===== src/rtl/stopwatch_ctrl.sv =====
// Stopwatch control: key sync/debounce, run/pause/hold FSM, 10 ms prescaler, clear/display-load generation.
// Latency: key event 3 edges after pin release, state/outputs 1 edge later; no backpressure, tick is a free-running pulse.

module key_debounce #(
    parameter int unsigned DEBOUNCE_CYCLES = 1000000,
    parameter int unsigned CNT_W           = 32
) (
    input  logic clk,
    input  logic rst_n,
    input  logic key,
    output logic ev
);
    localparam logic [CNT_W-1:0] THRESH = CNT_W'(DEBOUNCE_CYCLES);
    localparam logic [CNT_W-1:0] ONE    = CNT_W'(1);

    logic             sync1;
    logic             sync2;
    logic             prev;
    logic [CNT_W-1:0] cnt;

    always_ff @(posedge clk or negedge rst_n) begin
        if (!rst_n) begin
            sync1 <= 1'b1;
            sync2 <= 1'b1;
            prev  <= 1'b1;
            cnt   <= '0;
            ev    <= 1'b0;
        end else begin
            sync1 <= key;
            sync2 <= sync1;
            prev  <= sync2;
            ev    <= 1'b0;
            if (!sync2) begin
                if (cnt != '1)
                    cnt <= cnt + ONE;
            end else if (!prev) begin
                // release edge: only a long enough press counts
                ev  <= (cnt >= THRESH);
                cnt <= '0;
            end
        end
    end
endmodule

module stopwatch_ctrl #(
    parameter int unsigned CLK_PER_TICK    = 500000,
    parameter int unsigned DEBOUNCE_CYCLES = 1000000,
    parameter int unsigned CNT_W           = 32
) (
    input  logic       clk,
    input  logic       rst_n,
    input  logic       key_reset,
    input  logic       key_start_pause,
    input  logic       key_display_stop,
    output logic       tick_10ms,
    output logic       clear,
    output logic       disp_load,
    output logic [2:0] state,
    output logic       led_run,
    output logic       led_hold
);
    typedef enum logic [2:0] {
        IDLE       = 3'd0,
        RUN        = 3'd1,
        PAUSE      = 3'd2,
        HOLD_RUN   = 3'd3,
        HOLD_PAUSE = 3'd4
    } state_t;

    localparam logic [CNT_W-1:0] TICK_MAX = CNT_W'(CLK_PER_TICK - 1);
    localparam logic [CNT_W-1:0] ONE      = CNT_W'(1);

    state_t           st_q;
    state_t           st_d;
    logic             ev_reset;
    logic             ev_start;
    logic             ev_display;
    logic [CNT_W-1:0] presc;
    logic             counting;
    logic             clear_d;
    logic             disp_load_d;
    logic             led_run_d;
    logic             led_hold_d;

    key_debounce #(.DEBOUNCE_CYCLES(DEBOUNCE_CYCLES), .CNT_W(CNT_W)) u_db_reset (
        .clk   (clk),
        .rst_n (rst_n),
        .key   (key_reset),
        .ev    (ev_reset)
    );

    key_debounce #(.DEBOUNCE_CYCLES(DEBOUNCE_CYCLES), .CNT_W(CNT_W)) u_db_start (
        .clk   (clk),
        .rst_n (rst_n),
        .key   (key_start_pause),
        .ev    (ev_start)
    );

    key_debounce #(.DEBOUNCE_CYCLES(DEBOUNCE_CYCLES), .CNT_W(CNT_W)) u_db_display (
        .clk   (clk),
        .rst_n (rst_n),
        .key   (key_display_stop),
        .ev    (ev_display)
    );

    always_comb begin
        st_d = st_q;
        case (st_q)
            IDLE: begin
                // display key is meaningless before the first start
                if (ev_start)
                    st_d = RUN;
            end
            RUN: begin
                if (ev_start && ev_display) st_d = HOLD_PAUSE;
                else if (ev_start)          st_d = PAUSE;
                else if (ev_display)        st_d = HOLD_RUN;
            end
            PAUSE: begin
                if (ev_start && ev_display) st_d = HOLD_RUN;
                else if (ev_start)          st_d = RUN;
                else if (ev_display)        st_d = HOLD_PAUSE;
            end
            HOLD_RUN: begin
                if (ev_start && ev_display) st_d = PAUSE;
                else if (ev_start)          st_d = HOLD_PAUSE;
                else if (ev_display)        st_d = RUN;
            end
            HOLD_PAUSE: begin
                if (ev_start && ev_display) st_d = RUN;
                else if (ev_start)          st_d = HOLD_RUN;
                else if (ev_display)        st_d = PAUSE;
            end
            default: st_d = IDLE;
        endcase
        if (ev_reset)
            st_d = IDLE;

        clear_d     = ev_reset;
        disp_load_d = !((st_d == HOLD_RUN) || (st_d == HOLD_PAUSE));
        led_run_d   = (st_d == RUN) || (st_d == HOLD_RUN);
        led_hold_d  = (st_d == HOLD_RUN) || (st_d == HOLD_PAUSE);
    end

    // outputs are registered alongside the state so LEDs and disp_load never glitch
    always_ff @(posedge clk or negedge rst_n) begin
        if (!rst_n) begin
            st_q      <= IDLE;
            clear     <= 1'b0;
            disp_load <= 1'b1;
            led_run   <= 1'b0;
            led_hold  <= 1'b0;
        end else begin
            st_q      <= st_d;
            clear     <= clear_d;
            disp_load <= disp_load_d;
            led_run   <= led_run_d;
            led_hold  <= led_hold_d;
        end
    end

    assign counting = (st_q == RUN) || (st_q == HOLD_RUN);

    // pausing freezes the partial 10 ms; only a reset discards it
    always_ff @(posedge clk or negedge rst_n) begin
        if (!rst_n)
            presc <= '0;
        else if (ev_reset)
            presc <= '0;
        else if (counting)
            presc <= (presc == TICK_MAX) ? '0 : presc + ONE;
    end

    assign tick_10ms = counting && (presc == TICK_MAX);
    assign state     = st_q;

endmodule


===== config.mk =====
export PLATFORM = sky130hd
export DESIGN_NAME = stopwatch_ctrl
export DESIGN_NICKNAME = d
export VERILOG_FILES = /design/src/rtl/stopwatch_ctrl.sv
export SDC_FILE = /design/constraint.sdc
export NUM_CORES = 1
export LEC_CHECK = 0
export BUFFER_PORTS_ARGS = -buffer_cell sky130_fd_sc_hd__buf_2
export CORE_AREA = 2 2 194 101
export CTS_BUF_LIST = sky130_fd_sc_hd__clkbuf_2 sky130_fd_sc_hd__clkbuf_4 sky130_fd_sc_hd__clkbuf_8
export CTS_CLUSTER_DIAMETER = 150
export DETAILED_ROUTE_END_ITERATION = 8
export DIE_AREA = 0 0 196 103
export PLACE_DENSITY = 0.6
export SLEW_MARGIN = 15
export SYNTH_ARGS = -nofsm -noshare
export SYNTH_HDL_FRONTEND = slang
export SYNTH_SLANG_ARGS = --single-unit
export TNS_END_PERCENT = 50

===== constraint.sdc =====
create_clock -name clk -period 1.85 [get_ports clk]
set_input_delay 0.37 -clock clk [delete_from_list [all_inputs] [get_ports clk]]
set_output_delay 0.37 -clock clk [all_outputs]
set_load 0.01 [all_outputs]

==> flow_summary_export.csv <==
group,metric,value,unit
grt,top_usage_layer,"met1",
yosys,synth_top_cell_area_share,41.8,%
worst_setup_path,crit_type,"reg2out",
timing,slew_viol_final,0,
worst_setup_path,cp.arrival,1.97,ns
timing,final_hold_viol_count,0,
run_status,outcome,"finished with violations",
grt,grt_max_degree,38,
yosys,yosys-top-cells-area,"dfrtp_1 42%, nand2_1 5.1%, nand3_1 4.1%",
clock_network,clk_latency,0.47,ns
yosys,syn_area,8190,um^2
grt,grt_remaining_overflow,0,
worst_hold_path,holdCritPathClass,"reg2reg",
worst_setup_path,crit_path_end_kind,"output port",
worst_hold_path,hold_path_startpoint,"u_db_reset.sync1",
worst_setup_path,path_cells,"nor4b_2 > buf_4 > nand3_2 > buf_6 > nor4_4 > buf_2",
yosys,synth_top_cell_by_area,"dfrtp_1",
timing,final.setup.worst_slack,-0.492,ns
yosys,ys_seq_area_share,45.0,%
die,dieArea,20200,um^2
die,design.core.area,18700,um^2
timing,worstMarginPinSlew,0.618,ns
clock_network,root_buffer,"clkbuf_8",
grt,grtUsageTotal,24.7,%
clock_network,cts_buffers,17,
grt,met2_usage,33.2,%
grt,grt_util_met1,39.9,%
die,rows,36,
die,die_y,103,um
yosys,yosysWarnings,0,
yosys,yosysUniqueCellTypes,74,
drt,via_per_inst,5.71,
cells_and_area,area_growth,49.4,%
placement,place.gp.congestion,0.890,
timing,setup_viol,80,
grt,grt_pass1_wl,39200,um
grt,antenna_found_initial,0,
placement,port_buffers,12,
drt,vias,8122,
worst_setup_path,required,1.48,ns
drt,drt_iter0_drc,616,
yosys,synth-main-ff-cell,"dfrtp_1",
drt,first_pass_iters,6,
clock_network,cts.sinks,147,
grt,grt_util_met3,5.04,%
yosys,synth_fp_nets,907,
placement,hpwlAfterDp,16500,um
power,power.leakage,5.32,nW
timing,hold_ws,0.358,ns
clock_network,clk_path_buf_depth,2,
clock_network,cts-htree-levels,4,
cells_and_area,final_cell_mix,"231 x buf_4, 136 x dfrtp_1, 106 x nand2_1",
worst_setup_path,slowest_stage,"dfrtp_1",
power,ir_drop,0.647,mV
worst_setup_path,critPathMaxFanout,3,
worst_setup_path,startpoint_type,"register",
timing,relSlewSlack,58.6,%
drt,drc,0,
timing,max_freq,427,MHz
worst_setup_path,startpoint,"presc[7]",
timing,clock_skew,0.0189,ns
yosys,async_reset_ff_share,100,%
die,num_io_pins,13,
die,start_util,43.7,%
die,die_x,196,um
timing,fin_crit,2.34,ns
worst_setup_path,max_stage_delay,0.40,ns
timing,setup_tns,-9.96,ns
timing,rsz0062_at_grt,"yes",
yosys,syn_inst,895,
clock_network,cts_tree,"yes",
worst_setup_path,crit-reg2reg-launch,"presc[27]",
drt,wl,24700,um
timing,period_share,127,%
grt,grt_pass1_vias,7470,
cells_and_area,mostFrequentLayoutCell,"buf_4",
cells_and_area,drive_gt1_share,41.4,%
clock_network,path_clk_slew,0.09,ns
cells_and_area,antenna_cells,0,
run_status,violations,"setup timing",
yosys,ys_ff_latch,147,
yosys,synth_edf_count,0,
job,cap_violations,0,
power,power.density,590,nW/um^2
drt,ant_nets,0,
cells_and_area,nets,1174,
yosys,syn_avg_cell_area,9.16,um^2
drt,wl_per_cell,17.4,um
area by class of cell:
cell class	instances	area (um^2)
fillers	1487	6500
well taps	247	309
repair buffers	289	2390
clock buffers	20	269
clock inverters	12	228
flip-flops and latches	147	3690
inverters	27	101
multi-input cells	680	5250
report_power, final:
| group | total (mW) | internal (mW) | leakage [nW] | switching [mW] |
|---|---|---|---|---|
| combinational | 0.663 | 0.295 | 3.08 | 0.368 |
| sequential | 3.38 | 3.30 | 2.01 | 0.0768 |
| clock | 3.18 | 1.83 | 0.235 | 1.35 |
per-layer routing:
metal	part of all wire (%)	up-vias
met5	0	-
met4	0.97	0
met3	5.2	30
met2	40	215
met1	54	3996
li1	-	3881
final timing paths:
kind | end | cells after the start | slack (ns)
max in group asynchronous | u_db_display.sync1 | 3 | 0.90
worst min register to register | u_db_reset.sync2 | 0 | 0.36
worst max-delay path | tick_10ms | 6 | -0.49
min in group asynchronous | presc[31] | 2 | 0.38
worst min-delay path | u_db_reset.sync2 | 0 | 0.36
worst max register to register | presc[19] | 9 | -0.25
worst max-delay path: cells and delay by family, from the launching register on:
| family | cells | cell delay [ns] |
|---|---|---|
| flops | 1 | 0.40 |
| buf+inv | 3 | 0.48 |
| simple gates | 3 | 0.63 |
synthesized netlist by cell type, drive strengths merged (7+ instances only):
cell,number
a211oi,11
a21oi,28
a31o,7
a31oi,12
and3,10
and4,14
buf,8
clkbuf,33
dfrtp,137
dfstp,10
ha,7
inv,26
mux2i,30
nand2,111
nand2b,11
nand3,68
nand4,38
nor2,75
nor3,23
nor4,41
o211ai,14
o21ai,27
o31ai,25
or3,16
or4,10
xnor2,20
xor2,15
through the flow:
step	instance area, um^2	setup slack (ns)	utilization [%]	total power [mW]	instances
floorplan	8320	-0.147	-	3.66	895
global placement	10300	-0.169	54.8	3.97	1345
detailed placement	10300	-0.204	54.8	3.98	1345
CTS	11500	-0.508	61.4	7.21	1407
global route	12200	-0.539	65.3	7.51	1422
finish	12200	-0.492	65.3	7.22	1422
cells by family after synthesis:
kind of cell / synth area share [%]
compound gates: 14.3
xor+xnor: 3.74
fa+ha+maj: 1.07
buf+inv: 3.39
flops: 45.0
mux: 3.80
simple gates: 28.6
repair_timing:
action / in CTS / in global routing
pin swaps: 51 / 73
setup endpoints to repair: 91 / 111
hold buffers: 4 / 0
endpoints found under the hold margin: 33 / 0
resized for setup: 112 / 133
setup buffers: 26 / 16
gates cloned: 2 / 0
registers in the layout, indices dropped and copies added (netlist names), 3 cells and up:
signal and flops:
u_db_start.cnt 32, u_db_reset.cnt 32, presc 32, state 3, u_db_display.cnt 32
Power figures use the tool's default switching activity.
